File: config.mk
export PLATFORM = sky130hd
export DESIGN_NAME = shift_pipe
export DESIGN_NICKNAME = d
export VERILOG_FILES = /design/src/rtl/shift_pipe.sv
export SDC_FILE = /design/constraint.sdc
export NUM_CORES = 1
export LEC_CHECK = 0
export ABC_AREA = 1
export CAP_MARGIN = 5
export CORE_ASPECT_RATIO = 1.75
export CORE_UTILIZATION = 61
export CTS_BUF_LIST = sky130_fd_sc_hd__clkbuf_8
export CTS_CLUSTER_SIZE = 24
export DETAILED_ROUTE_END_ITERATION = 10
export MAX_ROUTING_LAYER = met4
export PLACE_DENSITY = 0.88
export SLEW_MARGIN = 10
export SYNTH_ARGS = -nofsm -noshare
export SYNTH_HDL_FRONTEND = slang
export SYNTH_SLANG_ARGS = --single-unit
File: constraint.sdc
create_clock -name clk -period 3.35 [get_ports clk]
set_input_delay 0.335 -clock clk [delete_from_list [all_inputs] [get_ports clk]]
set_output_delay 0.335 -clock clk [all_outputs]
set_load 0.01 [all_outputs]
File: src/rtl/shift_pipe.sv
// Pipelined barrel shifter (SLL/SRL/SRA/ROL) with valid/ready handshakes and a pass-through tag.
// The log2(WIDTH) mux levels are spread evenly over STAGES register stages.
module shift_pipe #(
    parameter int unsigned WIDTH  = 32,
    parameter int unsigned STAGES = 2,
    parameter int unsigned TAG_W  = 4
) (
    input  logic             clk,
    input  logic             reset,
    input  logic             flush,
    input  logic             in_valid,
    output logic             in_ready,
    input  logic [WIDTH-1:0] dataA,
    input  logic [WIDTH-1:0] dataB,
    input  logic [1:0]       op,
    input  logic [TAG_W-1:0] in_tag,
    output logic             out_valid,
    input  logic             out_ready,
    output logic [WIDTH-1:0] dataOut,
    output logic [TAG_W-1:0] out_tag,
    output logic             busy
);
    localparam int unsigned LVLS = $clog2(WIDTH);

    localparam logic [1:0] OP_SLL = 2'b00;
    localparam logic [1:0] OP_SRL = 2'b01;
    localparam logic [1:0] OP_SRA = 2'b10;

    typedef struct packed {
        logic [WIDTH-1:0] data;
        logic [LVLS-1:0]  amt;
        logic [1:0]       op;
        logic [TAG_W-1:0] tag;
    } stage_t;

    logic   [STAGES-1:0] vld_q;
    stage_t              stg_q   [STAGES];
    stage_t              src     [STAGES];
    stage_t              nxt     [STAGES];
    logic   [STAGES-1:0] src_vld;
    logic   [STAGES:0]   adv;
    logic                unused_b;

    assign unused_b = ^dataB[WIDTH-1:LVLS];

    // One mux level: shift by 2^lvl in the direction/fill selected by o.
    function automatic logic [WIDTH-1:0] lvl_shift(input logic [WIDTH-1:0] x,
                                                   input logic [1:0]       o,
                                                   input int unsigned      lvl);
        int unsigned      sh;
        logic [WIDTH-1:0] r;
        sh = 32'd1 << lvl;
        case (o)
            OP_SLL:  r = x << sh;
            OP_SRL:  r = x >> sh;
            OP_SRA:  r = WIDTH'($signed(x) >>> sh);
            default: r = (x << sh) | (x >> (WIDTH - sh));
        endcase
        return r;
    endfunction

    // Ready ripples back from the consumer; an empty stage can always take a new op.
    always_comb begin
        adv         = '0;
        adv[STAGES] = out_ready;
        for (int k = int'(STAGES) - 1; k >= 0; k--) begin
            adv[k] = !vld_q[k] || adv[k+1];
        end
        in_ready = adv[0] && !flush && !reset;
    end

    always_comb begin
        src[0]      = '0;
        src[0].data = dataA;
        src[0].amt  = dataB[LVLS-1:0];
        src[0].op   = op;
        src[0].tag  = in_tag;
        src_vld     = '0;
        src_vld[0]  = in_valid && in_ready;
        for (int k = 1; k < int'(STAGES); k++) begin
            src[k]     = stg_q[k-1];
            src_vld[k] = vld_q[k-1];
        end
    end

    // Level i belongs to stage floor(i*STAGES/LVLS).
    always_comb begin
        for (int k = 0; k < int'(STAGES); k++) begin
            nxt[k] = src[k];
            for (int i = 0; i < int'(LVLS); i++) begin
                if (((i * int'(STAGES)) / int'(LVLS) == k) && src[k].amt[i]) begin
                    nxt[k].data = lvl_shift(nxt[k].data, src[k].op, i);
                end
            end
        end
    end

    always_ff @(posedge clk or posedge reset) begin
        if (reset) begin
            vld_q <= '0;
            for (int k = 0; k < int'(STAGES); k++) begin
                stg_q[k] <= '0;
            end
        end else begin
            for (int k = 0; k < int'(STAGES); k++) begin
                if (flush) begin
                    vld_q[k] <= 1'b0;
                end else if (adv[k]) begin
                    vld_q[k] <= src_vld[k];
                end
                if (!flush && adv[k] && src_vld[k]) begin
                    stg_q[k] <= nxt[k];
                end
            end
        end
    end

    assign out_valid = vld_q[STAGES-1];
    assign dataOut   = stg_q[STAGES-1].data;
    assign out_tag   = stg_q[STAGES-1].tag;
    assign busy      = |vld_q;

endmodule

==> results.ini <==
[clock_tree]
cts_resized = 0
cts.sinks = 78
htree_levels = 3
cts_buffer_depth = 2
clock_latency_ps = 370
post_cts_buffers = 0
cts_tree = done
numCtsBuffers = 9
cts_hold_buf = 0
cts-root-buf = clkbuf_8
path_clk_slew_ps = 80

[floorplanning]
io_pins = 114
start_util_pct = 62.1
die_h_um = 148
dieArea_mm2 = 0.0126
die_w_um = 85.4
rows = 53
core_area_mm2 = 0.0119

[worst_setup_path]
rr_worst_depth = 10
timing.rr.start = nxt[5]$_DFFE_PP0P_
reg2reg_slack_ps = 990
start_kind = input port
required_ps = 3600
critPathArrivalTime_ps = 2670
worstPathMaxFanout = 34
r2r_end = dataOut[4]$_DFFE_PP0P_
crit_type = input port to flip-flop
worstSetupEndpointType = flip-flop

[route]
vias = 9153
wire_per_inst_um = 18.0
wl_met3_um = 1780
drt-initial-drc-count = 839
met2WireLength_um = 13200
dr.pass1.iters = 7
top_layer_used = met4
drc = 0
wirelength_um = 26100
drtAntennaViolNets = 0
via_per_inst = 6.32
drt-met1-wl_um = 9200

[yosys]
synth.avg_cell_area_um2 = 5.79
synth_compound_area_share_pct = 11.4
yosys.area_share.adder_pct = 0
synth-seq-cells = 78
syn_inst = 1282
synth_top_family_by_area = simple AND/OR/NAND/NOR gates
synthMuxAreaShare_pct = 0
ys_types = 27
syn_nets = 1357
synth_xor_area_share_pct = 0
synth-simple-area-share_pct = 50.3
synthesis.area_mm2 = 0.00742
yosysWarnings = 0
ys_seq_area_share_pct = 26.3

[sta]
setup_tns_ps = 0
slew_headroom_pct = 40.1
period_minus_slack_ps = 2420
finalCritPeriodShare_pct = 72.4
fin_ws_ps = 926
setup_violations = 0
rsz0062_at_grt = no
hold_violations = 0
maxSlewViolCount = 0
fin_skew_ps = 13.6
worstMarginPinSlew_ps = 897
fmax_mhz = 412

[finish]
nets = 1382
final_util_pct = 70.8
drive_gt1_share_pct = 4.88
final_cells = 1449
antenna_cells = 0
area_growth_pct = 13.9
fillers = 1086

[pwr]
pwr-share-comb_pct = 47.2
internal_power_uw = 2350
clockPowerShare_pct = 18.8
power_density_mw_per_mm2 = 472
ir_worst_vdd_v = 0.000208
sw_frac_of_total_pct = 41.1
power_uw = 3990
power_switching_uw = 1640
p_leak_uw = 0.00435
p_seq_share_pct = 34.0

[placement]
portBuffers = 86
dp.cells = 1433
dp_worst_setup_slack_ps = 644
gp_congestion = 0.991
dp_hpwl_um = 19000

[global_route]
grt_max_degree = 62
grt.overflow.total = 0
grt_first_pass_wirelength_um = 42600
grt_use_total_pct = 44.2
antenna_found_initial = 0
grt_pass1_vias = 8508

[job]
maxCapViolCount = 0

[worst_hold_path]
hp-class = input port to asynchronous set/reset pin

[status]
status = complete, no violations

==> cell families after synthesis <==
kind of cell | after synthesis
compound gates | 152
buf+inv | 216
flops | 78
simple gates | 836
==> power by group through the flow <==
| stage | Clock (uW) | Sequential [uW] | Combinational [uW] |
|---|---|---|---|
| after global placement | 0 | 1340 | 1780 |
| after CTS | 752 | 1340 | 1840 |
| after floorplan | 0 | 1390 | 1070 |
| after global routing | 791 | 1370 | 2080 |
| final | 750 | 1360 | 1880 |
| after detailed placement | 0 | 1360 | 1810 |
==> metrics by stage <==
stage	instance area [um^2]	hold slack [ps]
floorplan	7420	398
global placement	8240	455
detailed placement	8240	464
CTS	8450	471
global route	8450	505
finish	8450	454
==> cells in the mapped netlist, drive strengths merged <==
master	number	area, um^2
clkinv	1	3.75
or2	11	68.8
a32o	1	10.0
nor2	22	82.6
buf	59	300
o221ai	1	8.76
o211ai	14	105
o22ai	14	87.6
dfrtp	78	1950
nand3	435	2180
a21boi	5	37.5
a31oi	2	12.5
inv	118	443
a21oi	40	200
nand2	368	1400
a22oi	2	15.0
clkbuf	38	143
o21ai	73	365
==> final cells by class <==
cell class	count	area, um^2	area share [%]
Tap cell	137	171	2.03
Clock inverter	7	90.1	1.07
Timing Repair Buffer	111	1090	12.9
Inverter	119	447	5.29
Clock buffer	9	124	1.47
Sequential cell	78	1950	23.1
Multi-Input combinational cell	988	4580	54.2
==> how the worst max path moves through the flow <==
stage | slack (ps) | startpoint | cells past startpoint | to
after CTS | 1010 | op[0] | 12 | src[15]$_DFFE_PP0P_
final | 930 | op[0] | 11 | src[37]$_DFFE_PP0P_
after global routing | 800 | op[0] | 12 | src[37]$_DFFE_PP0P_
after detailed placement | 640 | op[0] | 12 | src[15]$_DFFE_PP0P_
after global placement | 690 | op[0] | 12 | src[15]$_DFFE_PP0P_
after floorplan | 1020 | reset | 1 | dataOut[0]$_DFFE_PP0P_
==> state kept, by name, indices dropped and copies added, names as in the netlist <==
register  flops
nxt           8
dataOut      32
vld_q         2
out_tag       4
src          32
==> routing by layer <==
layer,up-vias,track usage [%]
li1,4339,-
met1,4146,47.3
met2,504,75.0
met3,164,7.48
met4,0,28.2
met5,-,-
==> cell usage in the layout (no fill, tap or decap), drive strengths merged <==
cell,synthesis,final
nand3,435,435
nand2,368,368
inv,118,119
clkdlybuf4s50,0,84
dfrtp,78,78
o21ai,73,73
a21oi,40,40
buf,59,27
nor2,22,22
o211ai,14,14
o22ai,14,14
or2,11,11
clkbuf,38,9
a21boi,5,5
clkinv,1,4
a22oi,2,2
a31oi,2,2
bufinv,0,2
a32o,1,1
o221ai,1,1
clkinvlp,0,1
==> worst max-delay path: stages <==
cell             delay (ps)
clkdlybuf4s50_1         560
inv_2                    80
nand2_4                 250
nand2_4                 220
inv_2                   130
buf_4                   340
nand3_1                 200
nand3_1                 140
nand3_1                 190
nand3_1                 130
a21boi_1                 70
No activity file was read; power rests on OpenSTA's default activity.
